`config.mk`:
```
export PLATFORM = sky130hd
export DESIGN_NAME = step_scheduler
export DESIGN_NICKNAME = d
export VERILOG_FILES = /design/src/rtl/step_scheduler.sv
export SDC_FILE = /design/constraint.sdc
export NUM_CORES = 1
export LEC_CHECK = 0
export CAP_MARGIN = 5
export CORE_MARGIN = 3
export CORE_UTILIZATION = 65
export CTS_CLUSTER_DIAMETER = 50
export DETAILED_ROUTE_END_ITERATION = 10
export PLACE_DENSITY = 0.87
export REMOVE_ABC_BUFFERS = 1
export SYNTH_ARGS = -nofsm -noshare
export SYNTH_HDL_FRONTEND = slang
export SYNTH_SLANG_ARGS = --single-unit
export TNS_END_PERCENT = 100
```
`constraint.sdc`:
```
create_clock -name CLOCK_50 -period 8.8 [get_ports CLOCK_50]
set_clock_uncertainty 0.15 [all_clocks]
set_input_delay 1.32 -clock CLOCK_50 [delete_from_list [all_inputs] [get_ports CLOCK_50]]
set_output_delay 1.32 -clock CLOCK_50 [all_outputs]
set_load 0.02 [all_outputs]
```
`src/rtl/step_scheduler.sv`:
```
// Step sequencer playback controller: turns BPM/loop configuration into a
// phase-accumulated step timebase and sequences start/pause/stop/done.
module step_scheduler #(
  parameter int unsigned CLK_HZ         = 50000000,
  parameter int unsigned NUM_STEPS      = 16,
  parameter int unsigned STEPS_PER_BEAT = 4,
  parameter int unsigned STEP_W         = 4
) (
  input  logic              CLOCK_50,
  input  logic              nReset,
  input  logic [9:0]        BPM,
  input  logic [6:0]        Loops,
  input  logic              start,
  input  logic              pause,
  input  logic              stop,
  output logic              step_tick,
  output logic [STEP_W-1:0] step_idx,
  output logic [6:0]        loop_count,
  output logic              playing,
  output logic              paused,
  output logic              done,
  output logic              cfg_err
);

  typedef enum logic [1:0] {
    ST_IDLE  = 2'd0,
    ST_PLAY  = 2'd1,
    ST_PAUSE = 2'd2,
    ST_DONE  = 2'd3
  } state_t;

  // Threshold is CLK_HZ*60 steps-per-minute units; computed in 64 bits to avoid int overflow.
  localparam logic [32:0]       THR      = 33'(64'(CLK_HZ) * 64'd60);
  localparam logic [STEP_W-1:0] LAST_IDX = STEP_W'(NUM_STEPS - 1);

  state_t              state_q, state_d;
  logic [32:0]         acc_q, acc_d;
  logic [9:0]          bpm_q, bpm_d;
  logic [6:0]          loops_q, loops_d;
  logic [STEP_W-1:0]   idx_q, idx_d;
  logic [6:0]          lc_q, lc_d;
  logic                tick_q, tick_d;
  logic                done_q, done_d;
  logic                err_q, err_d;
  logic                playing_q, playing_d;
  logic                paused_q, paused_d;

  logic [32:0]         inc_s;
  logic [32:0]         sum_s;
  logic                event_s;
  logic [6:0]          lc_next_s;
  logic                bpm_ok_s;

  assign inc_s     = 33'(bpm_q) * 33'(STEPS_PER_BEAT);
  assign sum_s     = acc_q + inc_s;
  assign event_s   = (sum_s >= THR);
  assign lc_next_s = (lc_q == 7'd127) ? lc_q : (lc_q + 7'd1);
  assign bpm_ok_s  = (BPM != 10'd0);

  // Next-state, timebase and pulse outputs.
  always_comb begin
    state_d = state_q;
    acc_d   = acc_q;
    bpm_d   = bpm_q;
    loops_d = loops_q;
    idx_d   = idx_q;
    lc_d    = lc_q;
    tick_d  = 1'b0;
    done_d  = 1'b0;
    err_d   = 1'b0;

    if (stop) begin
      state_d = ST_IDLE;
      acc_d   = 33'd0;
      idx_d   = '0;
      lc_d    = 7'd0;
    end else begin
      case (state_q)
        ST_IDLE, ST_DONE: begin
          if (start && bpm_ok_s) begin
            state_d = ST_PLAY;
            acc_d   = 33'd0;
            idx_d   = '0;
            lc_d    = 7'd0;
            tick_d  = 1'b1;
            bpm_d   = BPM;
            loops_d = Loops;
          end else if (start) begin
            err_d = 1'b1;
          end else begin
            state_d = state_q;
          end
        end
        ST_PLAY: begin
          if (pause) begin
            state_d = ST_PAUSE;
          end else if (event_s) begin
            acc_d = sum_s - THR;
            // A zero tempo seen at a step boundary keeps the previous tempo.
            if (bpm_ok_s) begin
              bpm_d = BPM;
            end else begin
              bpm_d = bpm_q;
            end
            if (idx_q != LAST_IDX) begin
              idx_d  = idx_q + STEP_W'(1);
              tick_d = 1'b1;
            end else begin
              idx_d = '0;
              lc_d  = lc_next_s;
              if ((loops_q != 7'd0) && (lc_next_s == loops_q)) begin
                state_d = ST_DONE;
                done_d  = 1'b1;
              end else begin
                tick_d = 1'b1;
              end
            end
          end else begin
            acc_d = sum_s;
          end
        end
        ST_PAUSE: begin
          if (start) begin
            state_d = ST_PLAY;
            if (bpm_ok_s) begin
              bpm_d = BPM;
            end else begin
              bpm_d = bpm_q;
            end
          end else begin
            state_d = ST_PAUSE;
          end
        end
        default: begin
          state_d = ST_IDLE;
        end
      endcase
    end

    playing_d = (state_d == ST_PLAY);
    paused_d  = (state_d == ST_PAUSE);
  end

  // State and output registers.
  always_ff @(posedge CLOCK_50 or negedge nReset) begin
    if (!nReset) begin
      state_q   <= ST_IDLE;
      acc_q     <= 33'd0;
      bpm_q     <= 10'd0;
      loops_q   <= 7'd0;
      idx_q     <= '0;
      lc_q      <= 7'd0;
      tick_q    <= 1'b0;
      done_q    <= 1'b0;
      err_q     <= 1'b0;
      playing_q <= 1'b0;
      paused_q  <= 1'b0;
    end else begin
      state_q   <= state_d;
      acc_q     <= acc_d;
      bpm_q     <= bpm_d;
      loops_q   <= loops_d;
      idx_q     <= idx_d;
      lc_q      <= lc_d;
      tick_q    <= tick_d;
      done_q    <= done_d;
      err_q     <= err_d;
      playing_q <= playing_d;
      paused_q  <= paused_d;
    end
  end

  assign step_tick  = tick_q;
  assign step_idx   = idx_q;
  assign loop_count = lc_q;
  assign playing    = playing_q;
  assign paused     = paused_q;
  assign done       = done_q;
  assign cfg_err    = err_q;

endmodule

```
==> results.cfg, run 1 <==
[placement]
place_congestion = 1.064
place_area_um2 = 5593
place_inst = 704
dpl.hpwl_um = 10060
portBuffers = 37

[grt]
grt-ovfl-total = 0
grt_pass1_vias = 4977
grt_max_degree = 67
grt_first_pass_wirelength_um = 23520
track_usage_pct = 32.75
antenna_found_initial = 0

[synth]
ys_seq_elements = 66
synth_warnings = 0
syn_area_per_cell_um2 = 8.803
synthCells = 589
ys.flop_type = dfrtp_1
synthDistinctLibCells = 79
synth_edf_count = 0
postSynth.asyncResetShare_pct = 100.0
netlist_area_um2 = 5185
yosysSeqAreaShare_pct = 31.85

[timing]
rsz0062_at_grt = false
fmax_ghz = 0.1790
min_period_over_period_pct = 63.48
worst_pin_slew_ns = 1.143
maxSlewHeadroom_pct = 23.63
fin_crit_ns = 5.586
final_max_slew_viol_count = 0
setup_viol = 0
hold_viol = 0
tns_ns = 0

[worst_setup_path]
reg2reg_slack_ns = 3.21
arrival_ns = 5.73
r2r-start = acc_q[2]$_DFFE_PN0P_
startpoint = acc_q[2]$_DFFE_PN0P_
reg2reg_to = acc_q[19]$_DFFE_PN0P_
required_ns = 8.94
cp_max_fo = 28
cp-end-kind = register
worst-setup-path-type = register to register
reg2regPathDepth = 13
start_kind = register

[route]
wl_per_cell_um = 19.62
avgViaCountPerCell = 7.101
num_vias = 5113
wl_um = 14130
ant_nets = 0
dr.first_iter.drc_count = 391
route.detailed.drc = 0
first_pass_iters = 5

[layout]
final_area_um2 = 5798
layout_common_cells = dfrtp_1, nand2_1, nor2_1, clkdlybuf4s50_1, o21ai_0
nNetsFinal = 655
mostFrequentLayoutCell = dfrtp_1
drive_gt1_share_pct = 8.857
area_delta_synth_final_pct = 11.82
num_antenna_cells = 0
final_cells = 720

[floorplan]
fp.dieW_um = 95.32
dieArea_um2 = 9085
num_rows = 31
initial_utilization_pct = 69.26
core_um2 = 7486
die_y_um = 95.32
ios = 38

[job]
max-cap-violations = 0

[status]
status = finished, final reports clean

[clocking]
htree_levels = 3
cts_hold_buf = 0
cts_buffers = 9
cts_sinks = 66
post_cts_resized = 0
clk_pin_slew_worst_paths_ns = 0.07
clk_latency_ns = 0.36
cts_tree = yes
cts_setup_buffers = 0
cts_root_buf = clkbuf_8
cts_buffer_depth = 2

[hold_path]
min_from = acc_q[11]$_DFFE_PN0P_
worstHoldEndpoint = acc_q[11]$_DFFE_PN0P_
holdPathStages = 2
worst_hold_path_type = register to register

[power_and_ir_drop]
leakage_nw = 2.352
power_density_nw_per_um2 = 194.8
peakVddDrop_uv = 128.1
-- area by class of cell --
cell class | count | area [um2]
Clock inverter | 4 | 50.05
Clock buffer | 12 | 155.1
Fill cell | 502 | 1688
Timing Repair Buffer | 39 | 380.4
Inverter | 16 | 60.06
Tap cell | 99 | 123.9
Multi-Input combinational cell | 484 | 3377
Sequential cell | 66 | 1652
-- Yosys cell counts, types with 5 or more instances --
master | instances | area, um2
nand4_1 | 10 | 62.56
xor2_1 | 16 | 140.1
and4_1 | 6 | 52.55
a32o_1 | 5 | 50.05
a2111oi_0 | 5 | 43.79
dfrtp_1 | 66 | 1652
a31oi_1 | 14 | 87.58
inv_1 | 16 | 60.06
nand2_1 | 53 | 198.9
o21a_1 | 6 | 45.04
buf_2 | 7 | 35.03
a21o_1 | 7 | 52.55
xnor2_1 | 22 | 192.7
clkbuf_1 | 15 | 56.30
o22ai_1 | 7 | 43.79
mux2_4 | 10 | 150.1
mux2_2 | 7 | 78.83
nor4_1 | 7 | 43.79
o21ai_0 | 32 | 160.2
a211oi_1 | 8 | 60.06
o21ai_1 | 6 | 30.03
and3_1 | 12 | 75.07
o31ai_1 | 12 | 90.09
o211ai_1 | 7 | 52.55
nor3_1 | 20 | 100.1
a21oi_1 | 22 | 110.1
and2_1 | 11 | 68.82
ha_1 | 16 | 200.2
nor2_1 | 39 | 146.4
or3_1 | 10 | 62.56
a22o_1 | 10 | 87.58
nand3_1 | 26 | 130.1
mux2i_1 | 7 | 70.07
-- critical path, cell delays in order (launching register included) --
cell and delay [ns]:
dfrtp_1 0.39, ha_1 0.24, fa_1 0.44, a21o_1 0.23, a221oi_2 0.38, o31a_1 0.60, xnor2_1 0.25, a31oi_1 0.30
o2111ai_1 0.24, o211ai_1 0.41, nand3_1 0.86, and4_1 0.58, o311ai_1 0.27, o31a_1 0.19
-- kinds of logic after synthesis --
group           share of synthesized area [%]
compound gates                          25.56
flops                                   31.85
buf+inv                                 3.137
mux                                     5.767
simple gates                            23.02
xor+xnor                                6.419
fa+ha+maj                               4.247
-- metrics by stage --
stage          utilization, %  worst slack, ns  hold WS (ns)  power [mW]
2_1_floorplan               -            4.314        0.3051      0.7257
3_3_place_gp            74.71            3.693        0.3187      0.8292
5_1_grt                 77.45            2.743        0.3708       1.190
4_1_cts                 77.45            3.298        0.3435       1.122
3_5_place_dp            74.71            3.406        0.3227      0.8490
6_report                77.45            3.214        0.3409       1.129
-- sequential cells by signal (all words and copies together) (netlist names) --
name / flops
done: 1
loops_q: 7
acc_q: 31
loop_count: 7
bpm_q: 10
step_tick: 1
state_q: 2
paused: 1
playing: 1
step_idx: 4
cfg_err: 1
-- where the power goes --
group	total [mW]	switching, mW	internal (mW)
logic	0.466	0.275	0.191
clock network	0.269	0.123	0.146
registers	0.395	0.0401	0.355
total	1.13	0.438	0.691
-- how the worst max path moves through the flow --
stage	to	depth (start not counted)
after global routing	acc_q[19]$_DFFE_PN0P_	13
after detailed placement	acc_q[19]$_DFFE_PN0P_	13
after CTS	acc_q[19]$_DFFE_PN0P_	13
after floorplan	acc_q[19]$_DFFE_PN0P_	13
after global placement	acc_q[19]$_DFFE_PN0P_	13
final	acc_q[19]$_DFFE_PN0P_	13
-- per-layer routing --
layer	vias up	GRT usage (%)	wire, um
li1	2317	-	-
met1	2437	41.70	5790
met2	302	53.41	6783
met3	57	7.024	1126
met4	0	14.66	429
met5	-	0	0
No activity file was read; power rests on OpenSTA's default activity.
==> run 2: changes to the inputs <==
--- a/config.mk
+++ b/config.mk
@@ -7,10 +7,10 @@
 export LEC_CHECK = 0
 export CAP_MARGIN = 5
 export CORE_MARGIN = 3
-export CORE_UTILIZATION = 65
+export CORE_UTILIZATION = 60
 export CTS_CLUSTER_DIAMETER = 50
 export DETAILED_ROUTE_END_ITERATION = 10
-export PLACE_DENSITY = 0.87
+export PLACE_DENSITY = 0.81
 export REMOVE_ABC_BUFFERS = 1
 export SYNTH_ARGS = -nofsm -noshare
 export SYNTH_HDL_FRONTEND = slang
==> constraint.sdc (replaced) <==
create_clock -name CLOCK_50 -period 5.61 [get_ports CLOCK_50]
set_clock_uncertainty 0.15 [all_clocks]
set_input_delay 0.8415 -clock CLOCK_50 [delete_from_list [all_inputs] [get_ports CLOCK_50]]
set_output_delay 0.8415 -clock CLOCK_50 [all_outputs]
set_load 0.02 [all_outputs]
==> run 2 against run 1 <==
Net effect:
- worst setup slack got worse by 2.6 ns
- combinational power increased by 53%
- critical endpoint is now bpm_q[0]$_DFFE_PN0P_
- clock power increased by 58%
- cell area increased by 0.56%
- global-route usage decreased by 3.4 points
- sequential power increased by 58%
==> results.cfg, run 2 (synthesis gave the netlist of run 1 again) <==
[clocking]
cts_setup_buffers = 0
cts_buffer_depth = 2
cts_sinks = 66
htree_levels = 3
clk_latency_ns = 0.36
cts_root_buf = clkbuf_8
clk_pin_slew_worst_paths_ns = 0.09
cts_tree = yes
post_cts_resized = 0
cts_hold_buf = 0
cts_buffers = 9

[placement]
portBuffers = 37
pre_cts_slack_ns = 0.6554
dpl.hpwl_um = 10420
place_congestion = 1.007
place_area_um2 = 5630

[layout]
layout_common_cells = dfrtp_1, nand2_1, nor2_1, clkdlybuf4s50_1, o21ai_0
num_antenna_cells = 0
mostFrequentLayoutCell = dfrtp_1
final_area_um2 = 5831
largest-register = acc_q
nNetsFinal = 659
drive_gt1_share_pct = 9.600
largest_reg_flops = 31
top_regs = acc_q x31, bpm_q x10
area_delta_synth_final_pct = 12.45

[timing]
fin_crit_ns = 5.004
rsz0062_at_grt = false
setup_viol = 0
tns_ns = 0
hold_viol = 0
fmax_ghz = 0.1998
final_max_slew_viol_count = 0
worst_pin_slew_ns = 1.150
worst_slack_ns = 0.6062
min_period_over_period_pct = 89.20
maxSlewHeadroom_pct = 23.18

[power_and_ir_drop]
peakVddDrop_uv = 163.9
clkPwrFrac_pct = 24.2
power_density_nw_per_um2 = 302.5
p_sw_share_pct = 39.76
comb_power_share_pct = 40.5
total_power_mw = 1.764
net-switching-power_mw = 0.7013
power_frac_seq_pct = 35.3
leakage_nw = 2.369
intPower_mw = 1.063

[route]
dr.first_iter.drc_count = 342
num_vias = 4961
wl_per_cell_um = 19.62
wl_um = 14330
ant_nets = 0
route.detailed.drc = 0
first_pass_iters = 5
avgViaCountPerCell = 6.796

[worst_setup_path]
required_ns = 5.70
cp_cell_sequence = ha_1 -> fa_1 -> a21o_1 -> a221oi_2 -> o31a_1 -> xnor2_1 -> a31oi_1 -> o2111ai_1 -> o211a_1 -> nor3_4 -> nor2_2 -> o211ai_4 -> mux2_4
critPathBufInv = 0
worst-setup-path-type = register to register
max_stage_delay_ns = 0.58
cp-end-kind = register
cp_max_fo = 13
arrival_ns = 5.09
critical_path.top_delay_family = compound AO/OA/AOI/OAI gates
critPathSlowestCell = o31a_1
start_kind = register

[grt]
grt_first_pass_wirelength_um = 23470
grt_max_degree = 52
antenna_found_initial = 0
track_usage_pct = 29.37
grt-ovfl-total = 0
grt_pass1_vias = 4855

[floorplan]
core_um2 = 8299
num_rows = 33
dieArea_um2 = 9793
fp.dieW_um = 98.96
initial_utilization_pct = 62.48
ios = 38
die_y_um = 98.96

[job]
max-cap-violations = 0

[status]
status = finished, final reports clean

[hold_path]
worst_hold_path_type = input port to asynchronous set/reset pin
run 2: cell count changes in the layout (fill, tap and decap cells not counted):
cell      before  now
clkinv_4       0    1
clkbuf_1       1    0
inv_6          0    2
buf_4          2    6
clkbuf_8      11    9
run 2: worst register-to-register path, stage by stage, from the launching register on:
cell	delay (ns)
dfrtp_1	0.40
ha_1	0.24
fa_1	0.42
a21o_1	0.20
a221oi_2	0.37
o31a_1	0.58
xnor2_1	0.23
a31oi_1	0.31
o2111ai_1	0.26
o211a_1	0.34
nor3_4	0.50
nor2_2	0.11
o211ai_4	0.45
mux2_4	0.34
run 2: layout make-up:
class                   instances  area (um2)
well taps                     105       131.4
clock inverters                 7       76.32
fillers                       668        2469
inverters                      16       60.06
flip-flops and latches         66        1652
multi-input cells             484        3377
repair buffers                 43       410.4
clock buffers                   9       123.9
run 2: worst paths after layout:
| check | startpoint | cells past startpoint | endpoint | slack, ns |
|---|---|---|---|---|
| min in group CLOCK_50 | acc_q[6]$_DFFE_PN0P_ | 2 | acc_q[6]$_DFFE_PN0P_ | 0.34 |
| max in group asynchronous | nReset | 2 | acc_q[28]$_DFFE_PN0P_ | 4.10 |
| min | nReset | 1 | acc_q[12]$_DFFE_PN0P_ | 0.24 |
| min reg2reg | acc_q[6]$_DFFE_PN0P_ | 2 | acc_q[6]$_DFFE_PN0P_ | 0.34 |
| max | acc_q[2]$_DFFE_PN0P_ | 13 | bpm_q[0]$_DFFE_PN0P_ | 0.61 |
| max reg2reg | acc_q[2]$_DFFE_PN0P_ | 13 | bpm_q[0]$_DFFE_PN0P_ | 0.61 |
run 2: through the flow:
stage               utilization [%]  cells  hold slack (ns)
floorplan                         -    566           0.3051
finish                        70.25    730           0.2416
CTS                           70.25    730           0.2597
detailed placement            67.84    714           0.3236
global placement              67.84    714           0.3186
global route                  70.25    730           0.2675
run 2: power by group through the flow:
stage / logic, mW / clock network [mW] / registers, mW
2_1_floorplan: 0.526 / 0 / 0.612
3_3_place_gp: 0.682 / 0 / 0.626
3_5_place_dp: 0.700 / 0 / 0.630
4_1_cts: 0.706 / 0.424 / 0.623
5_1_grt: 0.777 / 0.444 / 0.632
6_report: 0.714 / 0.426 / 0.623
run 2: layer usage:
metal	up-vias	GRT usage (%)	part of all wire (%)	routed length, um
met3	44	5.379	7.9	1126
met2	253	47.62	46	6639
li1	2309	-	-	-
met5	-	0	0	0
met1	2355	38.91	43	6190
met4	0	11.55	2.6	369
==> run 3: changes to the inputs <==
--- a/config.mk
+++ b/config.mk
@@ -10,7 +10,7 @@
 export CORE_UTILIZATION = 60
 export CTS_CLUSTER_DIAMETER = 50
 export DETAILED_ROUTE_END_ITERATION = 10
-export PLACE_DENSITY = 0.81
+export PLACE_DENSITY_LB_ADDON = 0.1
 export REMOVE_ABC_BUFFERS = 1
 export SYNTH_ARGS = -nofsm -noshare
 export SYNTH_HDL_FRONTEND = slang
==> run 3 against run 2 <==
Net effect:
- hold slack better by 0.10 ns
- cell area is 0.15% higher
- first-iteration DRC count is 7.6% higher
- utilization is 0.11 points higher
- die area stayed put
- clock power hardly changed
==> results.cfg, run 3 (synthesis gave the netlist of run 1 again) <==
[worst_setup_path]
critPathSlowestCell = o31a_1
cp_max_fo = 13
max_stage_delay_ns = 0.60
start_kind = register
reg2regPathDepth = 13
worst-setup-path-type = register to register
cp_cell_sequence = ha_1 -> fa_1 -> a21o_1 -> a221oi_2 -> o31a_1 -> xnor2_1 -> a31oi_1 -> o2111ai_1 -> o211a_1 -> nor3_4 -> nor2_2 -> o211ai_4 -> mux2_4
required_ns = 5.71
cp-end-kind = register
startpoint = acc_q[2]$_DFFE_PN0P_
critPathBufInv = 0
critical_path.top_delay_family = compound AO/OA/AOI/OAI gates
arrival_ns = 5.21
cp.depth = 13
r2r-start = acc_q[2]$_DFFE_PN0P_

[layout]
num_antenna_cells = 0
fill_cells = 673
area_delta_synth_final_pct = 12.62
largest_reg_flops = 31
mostFrequentLayoutCell = dfrtp_1
top_regs = acc_q x31, bpm_q x10
final_area_um2 = 5839
final_cells = 731
largest-register = acc_q
nNetsFinal = 660
layout_common_cells = dfrtp_1, nand2_1, nor2_1, clkdlybuf4s50_1, o21ai_0
drive_gt1_share_pct = 9.744

[route]
num_vias = 5009
dr.first_iter.drc_count = 368
first_pass_iters = 5
route.detailed.drc = 0
wl_um = 14550
ant_nets = 0
wl_per_cell_um = 19.90
avgViaCountPerCell = 6.852

[clocking]
htree_levels = 3
clk_latency_ns = 0.36
cts_hold_buf = 0
post_cts_resized = 0
cts_setup_buffers = 0
clk_pin_slew_worst_paths_ns = 0.09
cts_buffers = 9
cts_tree = yes
cts_sinks = 66
cts_root_buf = clkbuf_8
cts_buffer_depth = 2

[grt]
grt_pass1_vias = 4845
grt-ovfl-total = 0
antenna_found_initial = 0
grt_max_degree = 67
grt_first_pass_wirelength_um = 23960
track_usage_pct = 30.15

[timing]
tns_ns = 0
min_period_over_period_pct = 91.21
maxSlewHeadroom_pct = 28.18
fin_crit_ns = 5.117
worst_pin_slew_ns = 1.075
rsz0062_at_grt = false
hold_viol = 0
setup_viol = 0
fmax_ghz = 0.1954
final_max_slew_viol_count = 0

[floorplan]
ios = 38
die_y_um = 98.96
initial_utilization_pct = 62.48
fp.dieW_um = 98.96
core_um2 = 8299
dieArea_um2 = 9793
num_rows = 33

[power_and_ir_drop]
peakVddDrop_uv = 171.5
power_density_nw_per_um2 = 302.7
leakage_nw = 2.377
total_power_mw = 1.767

[hold_path]
holdPathStages = 2
worst_hold_path_type = register to register
min_from = acc_q[4]$_DFFE_PN0P_

[placement]
portBuffers = 37
place_area_um2 = 5638
dpl.hpwl_um = 10360
place_congestion = 1.005
place_inst = 715

[status]
status = finished, final reports clean

[job]
max-cap-violations = 0
==> run 3: cell types whose count changed in the layout (fill, tap and decap cells not counted), sizes merged <==
cell / delta
inv: -1
buf: +1
clkinv: +2
clkinvlp: -1
==> run 3: where the power goes <==
part           leakage, nW  switching, mW  internal [mW]
combinational         1.40          0.423          0.300
sequential           0.879         0.0646          0.556
clock               0.0998          0.216          0.208
total                 2.38          0.704           1.06
==> run 3: tightest hold or removal path: cells and delay by family (launching register included) <==
family	cells	cell delay (ns)
compound gates	1	0.06
flops	1	0.36
simple gates	1	0.05
==> run 3: stage by stage <==
step / hold slack, ns / util, % / setup WS [ns]
after floorplan: 0.3051 / - / 1.124
after global placement: 0.3210 / 67.93 / 0.8497
after detailed placement: 0.3286 / 67.93 / 0.6256
after CTS: 0.3511 / 70.36 / 0.5790
after global routing: 0.3753 / 70.36 / 0.2516
final: 0.3456 / 70.36 / 0.4930
==> run 3: routing by layer <==
metal / vias to the layer above / share of wire [%] / global-route usage (%)
met5: - / 0 / 0
met4: 0 / 2.5 / 11.03
met3: 39 / 6.3 / 4.317
met2: 210 / 47 / 47.73
met1: 2440 / 44 / 42.06
li1: 2320 / - / -
==> run 3: layout make-up <==
class / count / area, um2 / area share [%]
inverters: 16 / 60.06 / 1.028
clock inverters: 7 / 77.57 / 1.328
flip-flops and latches: 66 / 1652 / 28.28
repair buffers: 44 / 417.9 / 7.157
multi-input cells: 484 / 3377 / 57.83
clock buffers: 9 / 123.9 / 2.121
well taps: 105 / 131.4 / 2.250
==> run 3: path summary, 6_finish.rpt <==
| path | endpoint | slack, ns |
|---|---|---|
| worst min-delay path | acc_q[4]$_DFFE_PN0P_ | 0.35 |
| worst max-delay path | bpm_q[5]$_DFFE_PN0P_ | 0.49 |
| worst min register to register | acc_q[4]$_DFFE_PN0P_ | 0.35 |
| max in group asynchronous | acc_q[32]$_DFFE_PN0P_ | 4.21 |
| worst max register to register | bpm_q[5]$_DFFE_PN0P_ | 0.49 |
| min in group asynchronous | acc_q[14]$_DFFE_PN0P_ | 0.51 |
